`src/rtl/imm_ext_pkg.sv`:
```
// Shared widths, FSM state encoding and extend-op encoding for the
// immediate extender arbiter.
package imm_ext_pkg;

    localparam int DEF_IMM_W = 4;
    localparam int DEF_OUT_W = 16;

    typedef enum logic {
        IDLE = 1'b0,
        FULL = 1'b1
    } state_t;

    localparam logic EXT_ZERO = 1'b0;
    localparam logic EXT_SIGN = 1'b1;

endpackage

```
`src/rtl/imm_ext_arbiter_if.sv`:
```
// Request/result bundle between the two immediate requesters, the shared
// extender and the downstream operand muxes.
interface imm_ext_arbiter_if
    import imm_ext_pkg::*;
#(
    parameter int IMM_W = DEF_IMM_W,
    parameter int OUT_W = DEF_OUT_W
);
    logic [1:0]       req;
    logic [IMM_W-1:0] imm0;
    logic [IMM_W-1:0] imm1;
    logic [1:0]       exop;
    logic [1:0]       gnt;
    logic             out_valid;
    logic             out_ready;
    logic [OUT_W-1:0] out_data;
    logic             out_id;

    // Arbiter side
    modport slave (
        input  req, imm0, imm1, exop, out_ready,
        output gnt, out_valid, out_data, out_id
    );

    // Requester / consumer side
    modport master (
        output req, imm0, imm1, exop, out_ready,
        input  gnt, out_valid, out_data, out_id
    );
endinterface

```
`src/rtl/imm_ext_unit.sv`:
```
// Combinational IMM_W -> OUT_W immediate extender. With IMM_EXT_SIGN_EN
// undefined, exop is ignored and every result is zero-extended.
module imm_ext_unit
    import imm_ext_pkg::*;
#(
    parameter int IMM_W = DEF_IMM_W,
    parameter int OUT_W = DEF_OUT_W
) (
    input  logic [IMM_W-1:0] imm,
    input  logic             exop,
    output logic [OUT_W-1:0] ext
);

`ifdef IMM_EXT_SIGN_EN
    always_comb begin
        ext = {{(OUT_W-IMM_W){1'b0}}, imm};
        if (exop == EXT_SIGN) begin
            ext = {{(OUT_W-IMM_W){imm[IMM_W-1]}}, imm};
        end
    end
`else
    logic unused_exop;
    assign unused_exop = exop;
    assign ext         = {{(OUT_W-IMM_W){1'b0}}, imm};
`endif

endmodule

```
`src/rtl/imm_ext_arbiter.sv`:
```
// Round-robin arbiter sharing one immediate extender between decode (port 0)
// and branch-offset (port 1), with a single-entry valid/ready output register.
module imm_ext_arbiter
    import imm_ext_pkg::*;
#(
    parameter int IMM_W = DEF_IMM_W,
    parameter int OUT_W = DEF_OUT_W,
    parameter int NREQ  = 2
) (
    input  logic              clk,
    input  logic              reset_n,
    imm_ext_arbiter_if.slave  bus
);

    state_t           state_reg, state_next;
    logic             ptr_reg, ptr_next;
    logic [OUT_W-1:0] data_reg;
    logic             id_reg;

    logic             can_accept;
    logic             win;
    logic             load;
    logic [1:0]       gnt_next;
    logic [IMM_W-1:0] sel_imm;
    logic             sel_exop;
    logic [OUT_W-1:0] ext;

    // reset_n gates acceptance so no grant leaks out while reset is held
    always_comb begin
        state_next = state_reg;
        ptr_next   = ptr_reg;
        win        = 1'b0;
        load       = 1'b0;
        gnt_next   = 2'b00;
        can_accept = reset_n && ((state_reg == IDLE) ||
                                 ((state_reg == FULL) && bus.out_ready));
        if (can_accept && (bus.req != 2'b00)) begin
            case (bus.req)
                2'b01:   win = 1'b0;
                2'b10:   win = 1'b1;
                default: win = ptr_reg;
            endcase
            load          = 1'b1;
            gnt_next[win] = 1'b1;
            ptr_next      = ~win;
            state_next    = FULL;
        end else if ((state_reg == FULL) && bus.out_ready) begin
            state_next = IDLE;
        end
    end

    assign sel_imm  = win ? bus.imm1 : bus.imm0;
    assign sel_exop = bus.exop[win];

    imm_ext_unit #(
        .IMM_W (IMM_W),
        .OUT_W (OUT_W)
    ) u_ext (
        .imm  (sel_imm),
        .exop (sel_exop),
        .ext  (ext)
    );

    always_ff @(posedge clk or negedge reset_n) begin
        if (!reset_n) begin
            state_reg <= IDLE;
        end else begin
            state_reg <= state_next;
        end
    end

    always_ff @(posedge clk or negedge reset_n) begin
        if (!reset_n) begin
            ptr_reg  <= 1'b0;
            data_reg <= '0;
            id_reg   <= 1'b0;
        end else begin
            ptr_reg <= ptr_next;
            if (load) begin
                data_reg <= ext;
                id_reg   <= win;
            end
        end
    end

    assign bus.gnt       = gnt_next;
    assign bus.out_valid = (state_reg == FULL);
    assign bus.out_data  = data_reg;
    assign bus.out_id    = id_reg;

    a_gnt_legal: assert property (@(posedge clk) disable iff (!reset_n)
        ($countones(bus.gnt) < NREQ) && ((bus.gnt & ~bus.req) == 2'b00));

endmodule
```
`src/flat_wrapper.sv`:
```
// flat-port wrapper written by rule: the top's interface ports become plain ports
module imm_ext_arbiter_flat import imm_ext_pkg::*;
#(
    parameter int IMM_W = DEF_IMM_W,
    parameter int OUT_W = DEF_OUT_W,
    parameter int NREQ  = 2
)
  (clk, reset_n, bus_req, bus_imm0, bus_imm1, bus_exop, bus_out_ready, bus_gnt, bus_out_valid, bus_out_data, bus_out_id);
  imm_ext_arbiter_if #(.IMM_W(IMM_W), .OUT_W(OUT_W)) bus_i ();
  input  logic clk;
  input  logic reset_n;
  input wire logic [$bits(bus_i.req)-1:0] bus_req;
  input wire logic [$bits(bus_i.imm0)-1:0] bus_imm0;
  input wire logic [$bits(bus_i.imm1)-1:0] bus_imm1;
  input wire logic [$bits(bus_i.exop)-1:0] bus_exop;
  input wire logic [$bits(bus_i.out_ready)-1:0] bus_out_ready;
  output wire logic [$bits(bus_i.gnt)-1:0] bus_gnt;
  output wire logic [$bits(bus_i.out_valid)-1:0] bus_out_valid;
  output wire logic [$bits(bus_i.out_data)-1:0] bus_out_data;
  output wire logic [$bits(bus_i.out_id)-1:0] bus_out_id;
  assign bus_i.req = bus_req;
  assign bus_i.imm0 = bus_imm0;
  assign bus_i.imm1 = bus_imm1;
  assign bus_i.exop = bus_exop;
  assign bus_i.out_ready = bus_out_ready;
  assign bus_gnt = bus_i.gnt;
  assign bus_out_valid = bus_i.out_valid;
  assign bus_out_data = bus_i.out_data;
  assign bus_out_id = bus_i.out_id;
  imm_ext_arbiter #(.IMM_W(IMM_W), .OUT_W(OUT_W), .NREQ(NREQ)) u_core (.clk(clk), .reset_n(reset_n), .bus(bus_i));
endmodule
```
`config.mk`:
```
export PLATFORM = sky130hd
export DESIGN_NAME = imm_ext_arbiter_flat
export DESIGN_NICKNAME = d
export VERILOG_FILES = /design/src/rtl/imm_ext_pkg.sv /design/src/rtl/imm_ext_arbiter_if.sv /design/src/rtl/imm_ext_unit.sv /design/src/rtl/imm_ext_arbiter.sv /design/src/flat_wrapper.sv
export SDC_FILE = /design/constraint.sdc
export NUM_CORES = 1
export LEC_CHECK = 0
export BUFFER_PORTS_ARGS = -buffer_cell sky130_fd_sc_hd__buf_2
export CORE_UTILIZATION = 31
export CTS_CLUSTER_SIZE = 24
export DETAILED_ROUTE_END_ITERATION = 7
export SLEW_MARGIN = 20
export SYNTH_ARGS = -nofsm -noshare
export SYNTH_HDL_FRONTEND = slang
export SYNTH_SLANG_ARGS = --single-unit
```
`constraint.sdc`:
```
create_clock -name clk -period 2.6 [get_ports clk]
set_clock_uncertainty 0.15 [all_clocks]
set_input_delay 0.52 -clock clk [delete_from_list [all_inputs] [get_ports clk]]
set_output_delay 0.52 -clock clk [all_outputs]
set_load 0.02 [all_outputs]
```
==> Implementation_results.wiki, run 1 <==
{| class="wikitable"
! Metric !! Value
|-
| Post-place setup slack || 0.199 ns
|-
| Final period utilization || 0.916
|-
| Max reg flops || 4
|-
| Buffers on Ports || 20
|-
| Library cell with the largest summed area after synthesis || sky130_fd_sc_hd__dfrtp_1
|-
| Clock tree root driver cell || sky130_fd_sc_hd__clkbuf_4
|-
| Share of synthesized area occupied by flip-flops and latches || 0.346
|-
| Top cells by area in the synthesized netlist || sky130_fd_sc_hd__dfrtp_1, sky130_fd_sc_hd__buf_4, sky130_fd_sc_hd__mux2_4
|-
| Vias in the first global route || 324
|-
| Weighted congestion reported at the end of routability-driven placement || 0.615
|-
| Maximum vdd ir drop || 0.251 mV
|-
| Mean area per synthesized cell || 11.8 um2
|-
| Fraction of synthesized cell area taken by the top area cell type || 0.346
|-
| Proportion of layout cells with a drive suffix above 1 || 0.500
|-
| Met2 routed wirelength || 456 um
|-
| Min-delay src || u_core.bus.out_data[2]
|-
| Setup TNS || 0 ns
|-
| WL/cell || 9.92 um
|-
| Routed length on met3 || 38 um
|-
| Critical path launch point type || input port
|-
| Number of fill cells in the layout || 151
|-
| Portion of total power attributed to combinational logic || 0.430
|-
| Hpwl dp || 694 um
|-
| Fin worst setup slack || 0.219 ns
|-
| Post-layout minimum cycle time || 2.38 ns
|-
| Post-Synth XOR/XNOR Area || 0
|-
| Static leakage || 0.348 nW
|-
| Initial standard-cell utilization of the core || 0.333
|-
| Status || finished clean
|-
| CP Max Fanout || 5
|-
| Final hold viol count || 0
|-
| Vertical die dimension || 42.4 um
|-
| Worst min-delay path category || flop to flop
|-
| Synth unique cells || 14
|-
| Sum of overflow across all layers after global routing || 0
|-
| Cells after synthesis || 43
|-
| Number of setup violations in the final report || 0
|-
| Placement Rows || 14
|-
| Crit. Startpoint || bus_req[0]
|-
| Die area || 1800 um2
|-
| TritonCTS clock tree || done
|-
| Max_cap viols || 0
|-
| Dominant combinational cell family by area after synthesis || multiplexers
|-
| Top Layer Used || met4
|-
| Wire length of the first global-routing pass || 1.36 mm
|-
| Startpoint of the most critical register-to-register path || u_core.ptr_reg
|-
| Fin util || 0.408
|-
| Net switching power || 0.160 mW
|-
| Synthesis-to-finish area growth || 22.7%
|-
| P per Cell Area || 729 nW/um2
|-
| Post-Synth Adder-Cell Area || 0.0494
|-
| Num ports || 35
|-
| Horizontal extent of the die || 42.4 um
|-
| Synth Register Bits || 7
|-
| Total power || 0.454 mW
|-
| Number of vias per cell after detailed routing || 4.04
|-
| Antenna cell count || 0
|-
| Total detailed-routing wirelength || 833 um
|-
| Nature of the critical path endpoint || primary output
|-
| Post-synthesis mux area share || 0.284
|-
| Highest clock rate || 420 MHz
|-
| Unrepaired setup endpoints after global routing || false
|-
| Basic-gate share of the synthesized area counting and, or, nand and nor cells || 0.0815
|-
| Compound-cell area share of the yosys netlist || 0.00988
|-
| Routed vias || 339
|-
| Clock sink count || 7
|-
| Clock network fraction of design power || 0.211
|-
| Number of buffers between clock root and the deepest sink || 2
|-
| First DRT Iteration DRCs || 4
|-
| Req. time, crit path || 1.93 ns
|-
| Warnings from Yosys || 0
|-
| Residual DRC || 0
|-
| GRT Total Usage || 0.104
|-
| Largest net degree at the start of global routing || 8
|-
| Fraction of power consumed by sequential logic || 0.359
|-
| Fraction of power spent switching nets || 0.352
|-
| P_int || 0.294 mW
|-
| Clock slew seen by the registers of the worst setup and hold paths || 0.05 ns
|-
| Antenna violations before repair || 0
|-
| Final-report max-slew violation count || 0
|-
| Met1 Wirelength || 324 um
|-
| Area of the mapped netlist || 507 um2
|-
| Nets@finish || 86
|-
| Total core area || 1520 um2
|-
| CTS H-tree depth || 1
|-
| Crit path arrival time || 1.71 ns
|-
| Number of search-and-repair iterations in the first detailed-routing pass || 2
|-
| Total CTS buffers || 3
|-
| Type of the setup path with the least slack || input port to primary output
|-
| Post-detailed-route count of antenna-violating nets || 0
|-
| Source-to-sink clock delay at the later pin of the worst-skew pair || 0.24 ns
|}
-- kinds of logic after synthesis --
group                      Yosys count
and+or+nand+nor                      4
DFF                                  7
AOI/OAI and AO/OA                    1
buffers and inverters               17
muxes                               11
other                                1
adders and majority gates            2
-- path summary, 6_finish.rpt --
path	end	slack, ns	depth (start not counted)
max reg2reg	u_core.bus.out_data[3]	0.84	4
max in group asynchronous	u_core.ptr_reg	1.51	2
min in group asynchronous	u_core.bus.out_data[1]	0.55	2
min	u_core.bus.out_data[2]	0.36	1
min reg2reg	u_core.bus.out_data[2]	0.36	1
max	bus_gnt[1]	0.22	6
-- per-layer routing --
| metal | vias up | GRT usage |
|---|---|---|
| met5 | - | 0 |
| met4 | 0 | 0.0750 |
| met3 | 2 | 0.0172 |
| met2 | 17 | 0.182 |
| met1 | 158 | 0.110 |
| li1 | 162 | - |
-- stage by stage --
stage,cell area (um2),cells,hold slack [ns]
after floorplan,548,54,0.0744
after global placement,586,79,0.213
after detailed placement,586,79,0.217
after CTS,622,84,0.363
after global routing,622,84,0.383
final,622,84,0.357
-- cells in the mapped netlist (all sizes together) --
master and count:
mux2i 2, and2b 1, nand2b 1, dfrtp 7, nor3b 1, and2 1
buf 13, mux2 9, o21ai 1, conb 1, ha 2, inv 4
-- cell type report --
cell class / count / area, um2 / area share
multi-input cells: 30 / 260 / 0.419
inverters: 4 / 15.0 / 0.0241
flip-flops and latches: 7 / 175 / 0.282
clock buffers: 4 / 26.3 / 0.0423
repair buffers: 23 / 125 / 0.201
well taps: 16 / 20.0 / 0.0322
-- cell usage in the layout (no fill, tap or decap) --
master                          synthesis  layout
sky130_fd_sc_hd__buf_2                  0      20
sky130_fd_sc_hd__conb_1                 1      12
sky130_fd_sc_hd__dfrtp_1                7       7
sky130_fd_sc_hd__mux2_4                 5       5
sky130_fd_sc_hd__inv_1                  4       4
sky130_fd_sc_hd__mux2_1                 4       4
sky130_fd_sc_hd__clkbuf_4               0       3
sky130_fd_sc_hd__ha_1                   2       2
sky130_fd_sc_hd__buf_4                 13       2
sky130_fd_sc_hd__mux2i_2                1       1
sky130_fd_sc_hd__nand2b_1               1       1
sky130_fd_sc_hd__nor3b_4                1       1
sky130_fd_sc_hd__and2b_2                1       1
sky130_fd_sc_hd__and2_2                 1       1
sky130_fd_sc_hd__o21ai_0                1       1
sky130_fd_sc_hd__mux2i_1                1       1
sky130_fd_sc_hd__clkbuf_1               0       1
sky130_fd_sc_hd__dlygate4sd3_1          0       1
-- power by group through the flow --
stage          logic (mW)  registers, mW  clock network [mW]
6_report            0.195          0.163              0.0956
5_1_grt             0.211          0.167               0.104
4_1_cts             0.199          0.164              0.0993
3_5_place_dp        0.198          0.164                   0
3_3_place_gp        0.193          0.163                   0
2_1_floorplan       0.118          0.194                   0
-- critical path: stages --
cell and delay, ns:
sky130_fd_sc_hd__buf_2 0.07, sky130_fd_sc_hd__inv_1 0.04, sky130_fd_sc_hd__ha_1 0.30, sky130_fd_sc_hd__mux2i_2 0.37, sky130_fd_sc_hd__and2b_2 0.26, sky130_fd_sc_hd__buf_2 0.15
-- repair_timing --
action,4_1_cts,5_1_grt
hold buffers,1,0
resized for setup,0,0
endpoints found under the hold margin,7,0
buffers inserted,0,0
(Power assumes the default switching activity.)
==> inputs of run 2 (changes only) <==
==> constraint.sdc (replaced) <==
create_clock -name clk -period 3.1 [get_ports clk]
set_clock_uncertainty 0.15 [all_clocks]
set_input_delay 0.62 -clock clk [delete_from_list [all_inputs] [get_ports clk]]
set_output_delay 0.62 -clock clk [all_outputs]
set_load 0.02 [all_outputs]
==> Implementation_results.wiki, run 2 (synthesis gave the netlist of run 1 again) <==
{| class="wikitable"
! Metric !! Value
|-
| Static leakage || 0.339 nW (-2.6%)
|-
| Highest clock rate || 369 MHz
|-
| Commonest cells after routing, fill and taps aside || sky130_fd_sc_hd__buf_2, sky130_fd_sc_hd__conb_1, sky130_fd_sc_hd__dfrtp_1
|-
| Hold Slack || 0.0491 ns (-0.308 ns)
|-
| Sum of overflow across all layers after global routing || 0 (unchanged)
|-
| Critical path launch point type || input port
|-
| Die area || 1800 um2 (unchanged)
|-
| Source-to-sink clock delay at the later pin of the worst-skew pair || 0.25 ns (about the same)
|-
| Number of setup violations in the final report || 0 (unchanged)
|-
| Number of search-and-repair iterations in the first detailed-routing pass || 1 (-1)
|-
| Endpoint of the worst-slack reg-to-reg timing path || u_core.bus.out_data[0]
|-
| Fin util || 0.397 (-0.0115)
|-
| Type of the setup path with the least slack || input port to primary output
|-
| Fin worst setup slack || 0.389 ns (+0.170 ns)
|-
| Nature of the critical path endpoint || primary output
|-
| Maximum vdd ir drop || 0.151 mV (-40%)
|-
| CTS H-tree depth || 1 (unchanged)
|-
| Antenna cell count || 0 (unchanged)
|-
| Clock slew seen by the registers of the worst setup and hold paths || 0.05 ns (about the same)
|-
| Final hold viol count || 0 (unchanged)
|-
| TritonCTS clock tree || done
|-
| Final-report max-slew violation count || 0 (unchanged)
|-
| Wire length of the first global-routing pass || 1.35 mm (-1.0%)
|-
| Buffers on Ports || 20 (unchanged)
|-
| Vertical die dimension || 42.4 um (unchanged)
|-
| Nets@finish || 84 (-2.3%)
|-
| CP Max Fanout || 8 (+3)
|-
| Crit path arrival time || 1.94 ns (+0.23 ns)
|-
| Antenna violations before repair || 0 (unchanged)
|-
| Total CTS buffers || 3 (unchanged)
|-
| Total detailed-routing wirelength || 784 um (-5.9%)
|-
| Worst min-delay path category || input port to asynchronous set/reset pin
|-
| Max_cap viols || 0 (unchanged)
|-
| Worst R2R Path Depth || 3 (-1)
|-
| CTS hold repair buffers || 0 (-1)
|-
| Hpwl dp || 657 um (-5.4%)
|-
| WL/cell || 9.56 um (-3.6%)
|-
| Max reg flops || 4 (unchanged)
|-
| Req. time, crit path || 2.33 ns (+0.40 ns)
|-
| Clock tree root driver cell || sky130_fd_sc_hd__clkbuf_4
|-
| Vias in the first global route || 316 (-2.5%)
|-
| First DRT Iteration DRCs || 0 (-4)
|-
| Horizontal extent of the die || 42.4 um (unchanged)
|-
| Placement Rows || 14 (unchanged)
|-
| Post-CTS sizing || 0 (unchanged)
|-
| Proportion of layout cells with a drive suffix above 1 || 0.500 (unchanged)
|-
| Synthesis-to-finish area growth || 19.3%
|-
| Residual DRC || 0 (unchanged)
|-
| Clock sink count || 7 (unchanged)
|-
| Initial standard-cell utilization of the core || 0.333 (unchanged)
|-
| Cell with the largest stage delay on the worst path || sky130_fd_sc_hd__mux2i_2
|-
| Status || finished clean
|-
| Routed vias || 333 (-1.8%)
|-
| Post-layout minimum cycle time || 2.71 ns
|-
| Post-place setup slack || 0.372 ns (+0.173 ns)
|-
| Post-CTS Setup Bufs || 0 (unchanged)
|-
| P per Cell Area || 620 nW/um2 (-15%)
|-
| Num ports || 35 (unchanged)
|-
| Number of vias per cell after detailed routing || 4.06 (+0.63%)
|-
| Weighted congestion reported at the end of routability-driven placement || 0.600 (-2.3%)
|-
| Final period utilization || 0.874
|-
| Total core area || 1520 um2 (unchanged)
|-
| Leading cell type in the layout, fill and taps excluded || sky130_fd_sc_hd__buf_2
|-
| Number of buffers between clock root and the deepest sink || 2 (unchanged)
|-
| GRT Total Usage || 0.107 (+0.00329)
|-
| Stage delay of the slowest cell on the critical path || 0.48 ns (+0.11 ns)
|-
| Cell chain of the critical path || buf_2 -> inv_1 -> ha_1 -> mux2i_2 -> and2b_2 -> buf_2
|-
| Actual slew at the worst max-slew pin || 0.503 ns
|-
| Most frequent CP cell || sky130_fd_sc_hd__buf_2
|-
| Register-to-Register Setup Slack || 1.38 ns (+0.54 ns)
|-
| Relative slew slack || 0.658
|-
| Largest net degree at the start of global routing || 9 (+1)
|-
| Post-detailed-route count of antenna-violating nets || 0 (unchanged)
|-
| Unrepaired setup endpoints after global routing || false
|-
| Setup TNS || 0 ns (unchanged)
|-
| Startpoint of the most critical register-to-register path || u_core.ptr_reg
|}
## run 2: power by group
group	switching [mW]	total, mW	leakage [nW]	internal (mW)
Clock	0.0328	0.0819	0.0150	0.0491
Combinational	0.0839	0.157	0.243	0.0732
Sequential	0.0167	0.136	0.0814	0.119
## run 2: how the worst max path moves through the flow
stage | endpoint | from
finish | bus_gnt[1] | bus_req[1]
global route | bus_gnt[1] | bus_req[0]
CTS | bus_gnt[1] | bus_req[0]
detailed placement | bus_gnt[1] | bus_req[0]
global placement | bus_gnt[1] | bus_req[0]
floorplan | bus_gnt[1] | bus_req[0]
## run 2: routing by layer
layer	share of wire	wire, um	track usage	vias up
met5	0	0	0	-
met4	0.011	9	0.0938	0
met3	0.056	44	0.0259	2
met2	0.54	427	0.172	17
met1	0.39	302	0.114	154
li1	-	-	-	160
## run 2: layout make-up
class	instances	area, um2
inverter	4	15.0
clock buffer	4	26.3
sequential	7	175
fill	159	920
timing repair buffer	21	108
tap	16	20.0
multi-input combinational	30	260
## run 2: critical path: cells and delay by family
| kind | cells | cell delay, ns |
|---|---|---|
| muxes | 1 | 0.48 |
| buffers and inverters | 3 | 0.28 |
| adders and majority gates | 1 | 0.29 |
| and+or+nand+nor | 1 | 0.27 |
## run 2: metrics by stage
step	instances	instance area (um2)	power [mW]
6_report	82	604	0.375
5_1_grt	82	604	0.401
4_1_cts	82	604	0.383
3_5_place_dp	78	578	0.296
3_3_place_gp	78	578	0.293
2_1_floorplan	54	548	0.262
==> inputs of run 3 (changes only) <==
--- a/config.mk
+++ b/config.mk
@@ -9,6 +9,7 @@
 export CORE_UTILIZATION = 31
 export CTS_CLUSTER_SIZE = 24
 export DETAILED_ROUTE_END_ITERATION = 7
+export PLACE_DENSITY = 0.65
 export SLEW_MARGIN = 20
 export SYNTH_ARGS = -nofsm -noshare
 export SYNTH_HDL_FRONTEND = slang
==> constraint.sdc (replaced) <==
create_clock -name clk -period 2.2 [get_ports clk]
set_clock_uncertainty 0.15 [all_clocks]
set_input_delay 0.44 -clock clk [delete_from_list [all_inputs] [get_ports clk]]
set_output_delay 0.44 -clock clk [all_outputs]
set_load 0.02 [all_outputs]
==> Implementation_results.wiki, run 3 (synthesis gave the netlist of run 1 again) <==
{| class="wikitable"
! Metric !! Value
|-
| CP Max Fanout || 3 (-5)
|-
| Total core area || 1520 um2 (unchanged)
|-
| Proportion of layout cells with a drive suffix above 1 || 0.535 (+0.0352)
|-
| Vias in the first global route || 355 (+12%)
|-
| Num ports || 35 (unchanged)
|-
| Leading cell type in the layout, fill and taps excluded || sky130_fd_sc_hd__buf_2
|-
| Unrepaired setup endpoints after global routing || false
|-
| Synthesis-to-finish area growth || 30.1%
|-
| Weighted congestion reported at the end of routability-driven placement || 0.670 (+12%)
|-
| Clock slew seen by the registers of the worst setup and hold paths || 0.05 ns (about the same)
|-
| Largest delay contributor family on the critical path || buffers and inverters
|-
| Static leakage || 0.363 nW (+7.0%)
|-
| Antenna violations before repair || 0 (unchanged)
|-
| Wire length of the first global-routing pass || 1.46 mm (+8.2%)
|-
| Nets@finish || 89 (+6.0%)
|-
| Buffers on Ports || 20 (unchanged)
|-
| Max reg flops || 4 (unchanged)
|-
| First DRT Iteration DRCs || 1 (+1)
|-
| Final-report max-slew violation count || 0 (unchanged)
|-
| Most frequent CP cell || sky130_fd_sc_hd__buf_4
|-
| Number of vias per cell after detailed routing || 4.00 (-1.5%)
|-
| Nature of the critical path endpoint || primary output
|-
| Total CTS buffers || 3 (unchanged)
|-
| WL/cell || 10.1 um (+5.9%)
|-
| Startpoint of the most critical register-to-register path || u_core.ptr_reg
|-
| Type of the setup path with the least slack || input port to primary output
|-
| Initial standard-cell utilization of the core || 0.333 (unchanged)
|-
| Clock tree root driver cell || sky130_fd_sc_hd__clkbuf_4
|-
| Source-to-sink clock delay at the later pin of the worst-skew pair || 0.24 ns (about the same)
|-
| Min-delay src || u_core.bus.out_data[0]
|-
| Worst-case hold path end point || u_core.bus.out_data[0]
|-
| Cell depth of the worst min-delay path || 1
|-
| Post-placement cell count || 81 (+3.8%)
|-
| Fin util || 0.433 (+0.0361)
|-
| GRT Total Usage || 0.109 (+0.00207)
|-
| Maximum vdd ir drop || 0.475 mV (+210%)
|-
| Setup TNS || 0 ns (unchanged)
|-
| Number of buffers and inverters on the critical path || 4 (+1)
|-
| Final period utilization || 0.956
|-
| P per Cell Area || 847 nW/um2 (+37%)
|-
| CTS H-tree depth || 1 (unchanged)
|-
| Worst R2R Path Depth || 5 (+2)
|-
| Crit path arrival time || 1.51 ns (-0.43 ns)
|-
| Endpoint of the worst-slack reg-to-reg timing path || u_core.bus.out_data[2]
|-
| Stage delay of the slowest cell on the critical path || 0.27 ns (-0.21 ns)
|-
| Critical path launch point type || input port
|-
| Req. time, crit path || 1.61 ns (-0.72 ns)
|-
| Number of fill cells in the layout || 157 (-1.3%)
|-
| Highest clock rate || 476 MHz
|-
| Total detailed-routing wirelength || 881 um (+12%)
|-
| Number of search-and-repair iterations in the first detailed-routing pass || 2 (+1)
|-
| Max_cap viols || 0 (unchanged)
|-
| Sum of overflow across all layers after global routing || 0 (unchanged)
|-
| Number of buffers between clock root and the deepest sink || 2 (unchanged)
|-
| Placement Rows || 14 (unchanged)
|-
| Number of setup violations in the final report || 0 (unchanged)
|-
| Status || finished clean
|-
| Vertical die dimension || 42.4 um (unchanged)
|-
| Hpwl dp || 724 um (+10%)
|-
| Number of non-filler instances in the completed layout || 87 (+6.1%)
|-
| Commonest cells after routing, fill and taps aside || sky130_fd_sc_hd__buf_2, sky130_fd_sc_hd__conb_1, sky130_fd_sc_hd__dfrtp_1
|-
| Register-to-Register Setup Slack || 0.50 ns (-0.88 ns)
|-
| Post-detailed-route count of antenna-violating nets || 0 (unchanged)
|-
| Residual DRC || 0 (unchanged)
|-
| Horizontal extent of the die || 42.4 um (unchanged)
|-
| Final hold viol count || 0 (unchanged)
|-
| Antenna cell count || 0 (unchanged)
|-
| Routed vias || 348 (+4.5%)
|-
| Worst min-delay path category || flop to flop
|-
| TritonCTS clock tree || done
|-
| Largest net degree at the start of global routing || 8 (-1)
|-
| Die area || 1800 um2 (unchanged)
|-
| Clock sink count || 7 (unchanged)
|-
| Cell chain of the critical path || buf_2 -> inv_1 -> ha_4 -> mux2i_2 -> buf_4 -> and2_2 -> buf_4
|-
| Cell with the largest stage delay on the worst path || sky130_fd_sc_hd__ha_4
|-
| Post-layout minimum cycle time || 2.10 ns
|}
-- run 3: cell count changes in the layout (fill, tap and decap cells not counted), sizes merged --
cell and delta:
buf +4, dlygate4sd3 +1
-- run 3: stage by stage --
step	power [mW]	instance area, um2	setup slack, ns	hold slack, ns
after floorplan	0.369	548	0.0753	-0.00559
after global placement	0.428	601	0.0456	0.133
after detailed placement	0.436	601	0.0259	0.137
after CTS	0.557	637	0.0294	0.354
after global routing	0.596	659	0.0149	0.382
final	0.558	659	0.0972	0.354
-- run 3: cell type report --
class	instances	area, um2	share of cell area
flip-flops and latches	7	175	0.266
multi-input cells	30	273	0.414
clock buffers	4	26.3	0.0398
inverters	4	15.0	0.0228
repair buffers	26	150	0.228
well taps	16	20.0	0.0304
-- run 3: routing by layer --
layer	GRT usage	share of wire	vias up
met1	0.131	0.43	164
met3	0.0345	0.052	0
met2	0.172	0.52	14
met5	0	0	-
li1	-	-	170
met4	0.0563	0	0
-- run 3: how the worst max path moves through the flow --
stage | start | endpoint | slack [ns] | cells past startpoint
after global routing | bus_req[0] | bus_gnt[0] | 0.01 | 7
after floorplan | bus_req[0] | bus_gnt[1] | 0.08 | 5
after global placement | bus_req[0] | bus_gnt[0] | 0.05 | 7
after CTS | bus_req[0] | bus_gnt[0] | 0.03 | 7
final | bus_req[0] | bus_gnt[0] | 0.1 | 7
after detailed placement | bus_req[0] | u_core.bus.out_data[2] | 0.03 | 7
-- run 3: power by group --
group / leakage [nW] / total (mW) / internal [mW] / switching, mW
logic: 0.266 / 0.257 / 0.127 / 0.130
registers: 0.0814 / 0.188 / 0.168 / 0.0204
clock network: 0.0150 / 0.114 / 0.0690 / 0.0446
-- run 3: what timing repair did --
item,in CTS,in global routing
endpoints found under the hold margin,7,0
setup buffers,0,1
gates resized for setup,0,2
endpoints found under the setup margin,0,1
hold buffers,1,0
